`config.mk`:
```
export PLATFORM = sky130hd
export DESIGN_NAME = fwd_scoreboard_flat
export DESIGN_NICKNAME = d
export VERILOG_FILES = /design/src/rtl/fwd_scoreboard_if.sv /design/src/rtl/fwd_scoreboard.sv /design/src/flat_wrapper.sv
export SDC_FILE = /design/constraint.sdc
export NUM_CORES = 1
export LEC_CHECK = 0
export BUFFER_PORTS_ARGS = -buffer_cell sky130_fd_sc_hd__buf_4
export CAP_MARGIN = 20
export CORE_ASPECT_RATIO = 0.8
export CORE_MARGIN = 2
export CORE_UTILIZATION = 40
export DETAILED_ROUTE_END_ITERATION = 12
export PLACE_DENSITY = 0.65
export SLEW_MARGIN = 20
export SYNTH_ARGS = -nofsm -noshare
export SYNTH_HDL_FRONTEND = slang
export SYNTH_SLANG_ARGS = --single-unit
```
`constraint.sdc`:
```
create_clock -name CLK -period 5.7 [get_ports CLK]
set_input_delay 0.855 -clock CLK [delete_from_list [all_inputs] [get_ports CLK]]
set_output_delay 0.855 -clock CLK [all_outputs]
set_load 0.005 [all_outputs]
```
`src/rtl/fwd_scoreboard_if.sv`:
```
// Bundle between the ID/EX hazard logic and fwd_scoreboard: issue, load return,
// operand lookup and status. The master drives the pipeline side; the slave is the scoreboard.
interface fwd_scoreboard_if #(
  parameter int REG_AW = 5,
  parameter int DW     = 32,
  parameter int NSRC   = 2
);
  logic                   advance;
  logic                   flush;
  logic                   issue_valid;
  logic                   issue_regwr;
  logic                   issue_is_load;
  logic [REG_AW-1:0]      issue_rd;
  logic [DW-1:0]          issue_data;
  logic                   ld_valid;
  logic [DW-1:0]          ld_data;
  logic [NSRC*REG_AW-1:0] src_reg;
  logic [NSRC*DW-1:0]     src_rf_data;
  logic [NSRC*DW-1:0]     src_data;
  logic [NSRC-1:0]        fwd_hit;
  logic                   stall;
  logic [31:0]            stall_cnt;

  modport master (
    output advance, flush, issue_valid, issue_regwr, issue_is_load, issue_rd, issue_data,
    output ld_valid, ld_data, src_reg, src_rf_data,
    input  src_data, fwd_hit, stall, stall_cnt
  );

  modport slave (
    input  advance, flush, issue_valid, issue_regwr, issue_is_load, issue_rd, issue_data,
    input  ld_valid, ld_data, src_reg, src_rf_data,
    output src_data, fwd_hit, stall, stall_cnt
  );
endinterface

```
`src/rtl/fwd_scoreboard.sv`:
```
// In-flight result buffer that forwards operands and flags load-use stalls.
// Optional stall-cycle counter is built when FWD_SCOREBOARD_PERF_CNT_EN is defined.
module fwd_scoreboard #(
  parameter int REG_AW = 5,
  parameter int DW     = 32,
  parameter int DEPTH  = 3,
  parameter int NSRC   = 2,
  parameter int LD_STG = 1
) (
  input  logic             CLK,
  input  logic             nRST,
  fwd_scoreboard_if.slave  bus
);

  logic              valid_reg [DEPTH];
  logic              regwr_reg [DEPTH];
  logic [REG_AW-1:0] rd_reg    [DEPTH];
  logic              ready_reg [DEPTH];
  logic [DW-1:0]     data_reg  [DEPTH];

  logic              ld_hit;
  logic [NSRC*DW-1:0] src_data_next;
  logic [NSRC-1:0]   fwd_hit_next;
  logic              stall_next;

  assign ld_hit = bus.ld_valid & valid_reg[LD_STG] & ~ready_reg[LD_STG];

  genvar gi;
  generate
    for (gi = 0; gi < DEPTH; gi++) begin : g_entry
      if (gi == 0) begin : g_young
        always_ff @(posedge CLK) begin
          if (!nRST) begin
            valid_reg[gi] <= 1'b0;
            regwr_reg[gi] <= 1'b0;
            rd_reg[gi]    <= '0;
            ready_reg[gi] <= 1'b0;
            data_reg[gi]  <= '0;
          end else if (bus.advance) begin
            valid_reg[gi] <= bus.issue_valid & ~bus.flush;
            regwr_reg[gi] <= bus.issue_regwr;
            rd_reg[gi]    <= bus.issue_rd;
            ready_reg[gi] <= ~bus.issue_is_load;
            data_reg[gi]  <= bus.issue_is_load ? '0 : bus.issue_data;
          end else if (bus.flush) begin
            valid_reg[gi] <= 1'b0;
          end
        end
      end else begin : g_older
        // Load data follows its entry: it lands one slot further on when the pipe moves.
        always_ff @(posedge CLK) begin
          if (!nRST) begin
            valid_reg[gi] <= 1'b0;
            regwr_reg[gi] <= 1'b0;
            rd_reg[gi]    <= '0;
            ready_reg[gi] <= 1'b0;
            data_reg[gi]  <= '0;
          end else if (bus.advance) begin
            valid_reg[gi] <= valid_reg[gi-1];
            regwr_reg[gi] <= regwr_reg[gi-1];
            rd_reg[gi]    <= rd_reg[gi-1];
            if (gi == LD_STG + 1 && ld_hit) begin
              ready_reg[gi] <= 1'b1;
              data_reg[gi]  <= bus.ld_data;
            end else begin
              ready_reg[gi] <= ready_reg[gi-1];
              data_reg[gi]  <= data_reg[gi-1];
            end
          end else if (gi == LD_STG && ld_hit) begin
            ready_reg[gi] <= 1'b1;
            data_reg[gi]  <= bus.ld_data;
          end
        end
      end
    end
  endgenerate

  always_comb begin
    logic [REG_AW-1:0] sreg;
    logic              found;
    logic              rdy;
    logic [DW-1:0]     fdata;
    src_data_next = bus.src_rf_data;
    fwd_hit_next  = '0;
    stall_next    = 1'b0;
    sreg          = '0;
    found         = 1'b0;
    rdy           = 1'b0;
    fdata         = '0;
    for (int k = 0; k < NSRC; k++) begin
      sreg  = bus.src_reg[k*REG_AW +: REG_AW];
      found = 1'b0;
      rdy   = 1'b0;
      fdata = '0;
      // Scan oldest to youngest so the youngest match is the one left standing.
      for (int i = DEPTH - 1; i >= 0; i--) begin
        if (valid_reg[i] && regwr_reg[i] && (rd_reg[i] == sreg) && (sreg != '0)) begin
          found = 1'b1;
          rdy   = ready_reg[i];
          fdata = data_reg[i];
        end
      end
      fwd_hit_next[k] = found;
      if (found && rdy) begin
        src_data_next[k*DW +: DW] = fdata;
      end
      if (found && !rdy) begin
        stall_next = 1'b1;
      end
    end
  end

  assign bus.src_data = src_data_next;
  assign bus.fwd_hit  = fwd_hit_next;
  assign bus.stall    = stall_next;

`ifdef FWD_SCOREBOARD_PERF_CNT_EN
  logic [31:0] stall_cnt_reg;

  always_ff @(posedge CLK) begin
    if (!nRST) begin
      stall_cnt_reg <= '0;
    end else if (stall_next && (stall_cnt_reg != 32'hFFFF_FFFF)) begin
      stall_cnt_reg <= stall_cnt_reg + 32'd1;
    end
  end

  assign bus.stall_cnt = stall_cnt_reg;
`else
  assign bus.stall_cnt = 32'd0;
`endif

endmodule

```
`src/flat_wrapper.sv`:
```
// flat-port wrapper written by rule: the top's interface ports become plain ports
module fwd_scoreboard_flat 
#(
  parameter int REG_AW = 5,
  parameter int DW     = 32,
  parameter int DEPTH  = 3,
  parameter int NSRC   = 2,
  parameter int LD_STG = 1
)
  (CLK, nRST, bus_advance, bus_flush, bus_issue_valid, bus_issue_regwr, bus_issue_is_load, bus_issue_rd, bus_issue_data, bus_ld_valid, bus_ld_data, bus_src_reg, bus_src_rf_data, bus_src_data, bus_fwd_hit, bus_stall, bus_stall_cnt);
  fwd_scoreboard_if #(.REG_AW(REG_AW), .DW(DW), .NSRC(NSRC)) bus_i ();
  input  logic CLK;
  input  logic nRST;
  input wire logic [$bits(bus_i.advance)-1:0] bus_advance;
  input wire logic [$bits(bus_i.flush)-1:0] bus_flush;
  input wire logic [$bits(bus_i.issue_valid)-1:0] bus_issue_valid;
  input wire logic [$bits(bus_i.issue_regwr)-1:0] bus_issue_regwr;
  input wire logic [$bits(bus_i.issue_is_load)-1:0] bus_issue_is_load;
  input wire logic [$bits(bus_i.issue_rd)-1:0] bus_issue_rd;
  input wire logic [$bits(bus_i.issue_data)-1:0] bus_issue_data;
  input wire logic [$bits(bus_i.ld_valid)-1:0] bus_ld_valid;
  input wire logic [$bits(bus_i.ld_data)-1:0] bus_ld_data;
  input wire logic [$bits(bus_i.src_reg)-1:0] bus_src_reg;
  input wire logic [$bits(bus_i.src_rf_data)-1:0] bus_src_rf_data;
  output wire logic [$bits(bus_i.src_data)-1:0] bus_src_data;
  output wire logic [$bits(bus_i.fwd_hit)-1:0] bus_fwd_hit;
  output wire logic [$bits(bus_i.stall)-1:0] bus_stall;
  output wire logic [$bits(bus_i.stall_cnt)-1:0] bus_stall_cnt;
  assign bus_i.advance = bus_advance;
  assign bus_i.flush = bus_flush;
  assign bus_i.issue_valid = bus_issue_valid;
  assign bus_i.issue_regwr = bus_issue_regwr;
  assign bus_i.issue_is_load = bus_issue_is_load;
  assign bus_i.issue_rd = bus_issue_rd;
  assign bus_i.issue_data = bus_issue_data;
  assign bus_i.ld_valid = bus_ld_valid;
  assign bus_i.ld_data = bus_ld_data;
  assign bus_i.src_reg = bus_src_reg;
  assign bus_i.src_rf_data = bus_src_rf_data;
  assign bus_src_data = bus_i.src_data;
  assign bus_fwd_hit = bus_i.fwd_hit;
  assign bus_stall = bus_i.stall;
  assign bus_stall_cnt = bus_i.stall_cnt;
  fwd_scoreboard #(.REG_AW(REG_AW), .DW(DW), .DEPTH(DEPTH), .NSRC(NSRC), .LD_STG(LD_STG)) u_core (.CLK(CLK), .nRST(nRST), .bus(bus_i));
endmodule
```
# Yosys cells after proc, flatten, opt, wreduce, memory -nomap -nowiden
# Memories as Yosys holds them, arrays and structs flattened.
# Cells that the tools add are included.
# word_totals
reg_bits,0
ramBits,120
in_bits,151
output_inout_bits,99
word_cells,122
memories,5
# mem_list
name,depth,width,rd,rd_clocked_by_memory_dff,wr,line_no,source
u_core.data_reg,3,32,3,0,3,fwd_scoreboard.sv:19,logic [DW-1:0] data_reg [DEPTH];
u_core.rd_reg,3,5,3,0,3,fwd_scoreboard.sv:17,logic [REG_AW-1:0] rd_reg [DEPTH];
u_core.ready_reg,3,1,3,0,3,fwd_scoreboard.sv:18,logic ready_reg [DEPTH];
u_core.regwr_reg,3,1,3,0,3,fwd_scoreboard.sv:16,logic regwr_reg [DEPTH];
u_core.valid_reg,3,1,3,0,3,fwd_scoreboard.sv:15,logic valid_reg [DEPTH];
# op_classes
n_eq_ne,6
muxes,62
n_bitwise,26
reduce_logical,23
# op_table
operator,count
$mux W32,14
$mux W1,45
$eq A5 B5 Y1,6
$or A1 B1 Y1,20
$logic_and A1 B1 Y1,19
$mux W5,3
$reduce_bool A5 Y1,2
$and A1 B1 Y1,3
$not A1 Y1,3
$logic_not A1 Y1,2

# Depth between registers and ports, before layout
# An unclocked memory read counts as a cell.
# depth
depth_word,11
depth_mapped,8
mapped_depth_nobuf,6

# Worst setup path after synthesis
# No wires, ideal clock.
# synth_timing
path_type,in2reg
start,input port bus_advance
end,memory u_core.data_reg[1][0] (enable)
setup_time_ps,395
arrival_time_ps,3949
required_time_ps,5305
slack_ps,1356
stages,2
n_path_buf,0
path_cell_list,nand2b_1 > nand2b_1
# synth_lines
item,line_no,source
start: declaration,flat_wrapper.sv:14,input wire logic [$bits(bus_i.advance)-1:0] bus_advance;
end: declaration,fwd_scoreboard.sv:19,

# Worst setup path after layout
# layout_timing
start,input port bus_src_reg[6]
end,output port bus_src_data[58]
# layout_via
elab_chain_cells,8
elab_cells_between_ends,21
cone_classes,eq/ne: 3; mux: 10; reduce/logical: 8
# layout_rtl
item,line_no,source
start: declaration,flat_wrapper.sv:23,input wire logic [$bits(bus_i.src_reg)-1:0] bus_src_reg;
$eq A5 B5 Y1,fwd_scoreboard.sv:97,if (valid_reg[i] && regwr_reg[i] && (rd_reg[i] == sreg) && (sreg != '0)) begin
$logic_and A1 B1 Y1 (2 in series),fwd_scoreboard.sv:97,
$mux W1 (3 in series),fwd_scoreboard.sv:97,
$logic_and A1 B1 Y1,fwd_scoreboard.sv:104,if (found && rdy) begin
$mux W32 (*),fwd_scoreboard.sv:104,
end: declaration,flat_wrapper.sv:25,output wire logic [$bits(bus_i.src_data)-1:0] bus_src_data;
# Mark *: on every way between the ends. The rest lies on a longest branch, timed or not.

==> results.yml <==
power_and_ir_drop:
  fin_total_pwr_mw: 2.47
  sequential_power_share: 0.440
  comb_power_share: 0.116
  switchingPower_mw: 0.595
  p_sw_frac: 0.241
  power_leakage_nw: 4.33
  cell_internal_pwr_mw: 1.87
  power.density_nw_per_um2: 241
  power_frac_clock: 0.443
  vdd.ir_drop.worst_mv: 0.154
sta:
  setup_repair_after_global_routing_missed_its_margin: "false"
  finalClockSkew_ns: 0.00983
  setup_tns_ns: 0
  min_period_over_period: 0.848
  max-slew-margin-rel: 0.299
  tightest_slew_ns: 1.05
  maxSlewViolCount: 0
  timing.final.hold_violations: 0
  max_freq_mhz: 207
  finalCriticalPeriod_ns: 4.84
  holdWs_ns: 0.541
  finalWorstSetupSlack_ns: 0.865
  setup-violations-final: 0
drt:
  violation_count_after_the_first_detailed_routing_iteration: 676
  wire_per_inst_um: 20.5
  detail-route-antenna-nets: 0
  via_per_inst: 5.61
  drt_drc_violations_left: 0
  firstDrtPassIters: 5
  routed_wl_mm: 26.6
  vias: 7277
worst_setup_path:
  rr_worst_depth: 3
  startpoint_type: "input pin"
  crit_arrival_ns: 3.98
  crit_path_top_delay_cell: "or4_4"
  crit_fanout: 37
  critical_path_buffers_and_inverters: 4
  path_class: "input pin to output port"
  crit_path_end_kind: "output port"
  worstPathCellList: "buf_4, or4_4, nor2_8, nor3_4, buf_4, a21o_1, o22ai_4, buf_12, mux2_1, buf_4"
  r2r-start: "u_core.valid_reg[1]"
  regToRegEndpoint: "u_core.data_reg[1][30]"
  reg2reg_setup_slack_ns: 3.00
  cp.required_ns: 4.85
  cpPeakStageDelay_ns: 0.57
  path_common_cell: "buf_4"
  critical_path.top_delay_family: "simple AND/OR/NAND/NOR gates"
cells_and_area:
  drive_gt1_frac: 0.292
  ff_latch_area_sq_um: 3570
  area_delta_synth_final_pct: 29.3
  fill_cells: 1753
  multi_input_area_sq_um: 3950
  fin_cells: 1298
  nNetsFinal: 1178
  antenna_cells: 0
  number_of_flip_flops_under_the_largest_register_name: 96
placement:
  place.detailed.hpwl_mm: 16.4
  place_congestion: 0.832
  total_of_buffers_placed_on_input_and_output_ports: 217
  dp_cells: 1266
  post-place-ws_ns: 0.863
min_path:
  timing.hold.worst_path_depth: 2
  hold-path-endpoint: "u_core.regwr_reg[2]"
  hold_path.startpoint: "u_core.regwr_reg[2]"
  hold_path_class: "register to register"
synthesis:
  synth.yosys.seq_area_share: 0.452
  synth_unique_cells: 47
  async_sr_flop_fraction: 0
  synthesis.instances: 845
  ys.flop_type: "edfxtp_1"
  syn_area_per_cell_sq_um: 9.37
  synthesis.area_sq_um: 7910
  synth.ff_latch_count: 120
  yosys_warning_count: 0
  synth_enable_flop_cells: 117
outcome:
  result_of_the_run: "completed"
floorplanning:
  die_height_um: 130
  floorplan.initialDensity: 0.412
  rows: 45
  chipWidth_um: 161
  num_io_pins: 250
  core-area_sq_um: 19200
  design.die.area_sq_um: 20900
clock_tree:
  cts_buffer_depth: 2
  root_buffer: "clkbuf_16"
  cts_tree: "yes"
  cts.htree.levels: 4
  postCtsSetupRepairBufs: 0
  cts_buffer_count: 17
  cts.sink_count: 120
  clock_latency_ns: 0.42
  path_clk_slew_ns: 0.05
  post_cts_resized: 0
  count_of_hold_fix_buffers_inserted_at_cts: 0
global_route:
  grt_overall_usage: 0.251
  globalRoute.totalOverflow: 0
  grt_pass1_vias: 7004
  grt_start_max_net_pins: 47
  antenna_found_initial: 0
  first_pass_grt_wire_length_mm: 40.1
run:
  max_cap_violations: 0
power by group through the flow:
stage	Sequential (mW)	Combinational [mW]	Clock [mW]
finish	1.09	0.287	1.09
detailed placement	1.10	0.286	0
global route	1.09	0.312	1.14
floorplan	1.09	0.140	0
CTS	1.09	0.287	1.10
global placement	1.10	0.282	0
worst min-delay path, cell delays in order (launching register included):
cell and delay (ns):
dfxtp_1 0.32, mux2i_1 0.12, nor2b_1 0.06
final cells by class:
cell class                 count  area share
sequential                   120       0.349
timing repair buffer         231       0.171
inverter                      16     0.00587
clock inverter                13      0.0150
tap                          258      0.0315
multi-input combinational    641       0.385
clock buffer                  19      0.0423
metal layers:
| metal | vias to the layer above | global-route usage | share of wire |
|---|---|---|---|
| li1 | 3348 | - | - |
| met1 | 3428 | 0.345 | 0.42 |
| met2 | 470 | 0.403 | 0.46 |
| met3 | 31 | 0.0502 | 0.10 |
| met4 | 0 | 0.0825 | 0.016 |
| met5 | - | 0 | 0 |
kinds of logic after synthesis:
family          synth area share
xor+xnor                  0.0299
simple gates               0.193
buf+inv                   0.0735
flops                      0.452
compound gates             0.160
mux                       0.0917
other cells             0.000474
worst max path at each step:
stage,start,end,slack [ns],cells past startpoint
floorplan,bus_advance,u_core.data_reg[1][0],1.36,2
finish,bus_src_reg[6],bus_src_data[58],0.86,10
global placement,bus_src_reg[6],bus_src_data[63],0.90,10
global route,bus_src_reg[6],bus_src_data[58],0.72,10
detailed placement,bus_src_reg[6],bus_src_data[63],0.86,10
CTS,bus_src_reg[6],bus_src_data[63],0.86,10
placed cells by master, fill, tap and decap left out, types with 17 or more instances in the layout:
cell type and n:
or3_1 32, nand2_1 103, edfxtp_1 117, clkbuf_16 17
a22o_1 33, conb_1 32, a21oi_1 118, nand4_1 17
mux2_2 23, and2_1 33, nor2_1 91, buf_4 230
mux2_1 29
cell usage after synthesis (4+ instances only):
library cell,count,share of area
a21oi_1,118,0.075
a221o_1,7,0.0089
a221oi_1,13,0.014
a22o_1,33,0.037
and2_1,35,0.028
and3_1,16,0.013
buf_1,4,0.0019
buf_2,6,0.0038
buf_4,32,0.030
clkbuf_1,54,0.026
edfxtp_1,117,0.44
inv_1,16,0.0076
mux2_1,29,0.041
mux2_2,23,0.033
mux2i_1,14,0.018
nand2_1,104,0.049
nand4_1,17,0.013
nor2_1,94,0.045
nor2b_1,4,0.0032
nor3_1,4,0.0025
o21ai_0,9,0.0057
o2bb2ai_1,5,0.0055
or3_1,32,0.025
xnor2_1,14,0.015
xor2_1,13,0.014
per-stage QoR:
stage / instance area, sq um / utilization
finish: 10200 / 0.533
global placement: 9650 / 0.503
global route: 10200 / 0.533
CTS: 10200 / 0.533
floorplan: 8030 / -
detailed placement: 9650 / 0.503
Power figures use the tool's default switching activity.
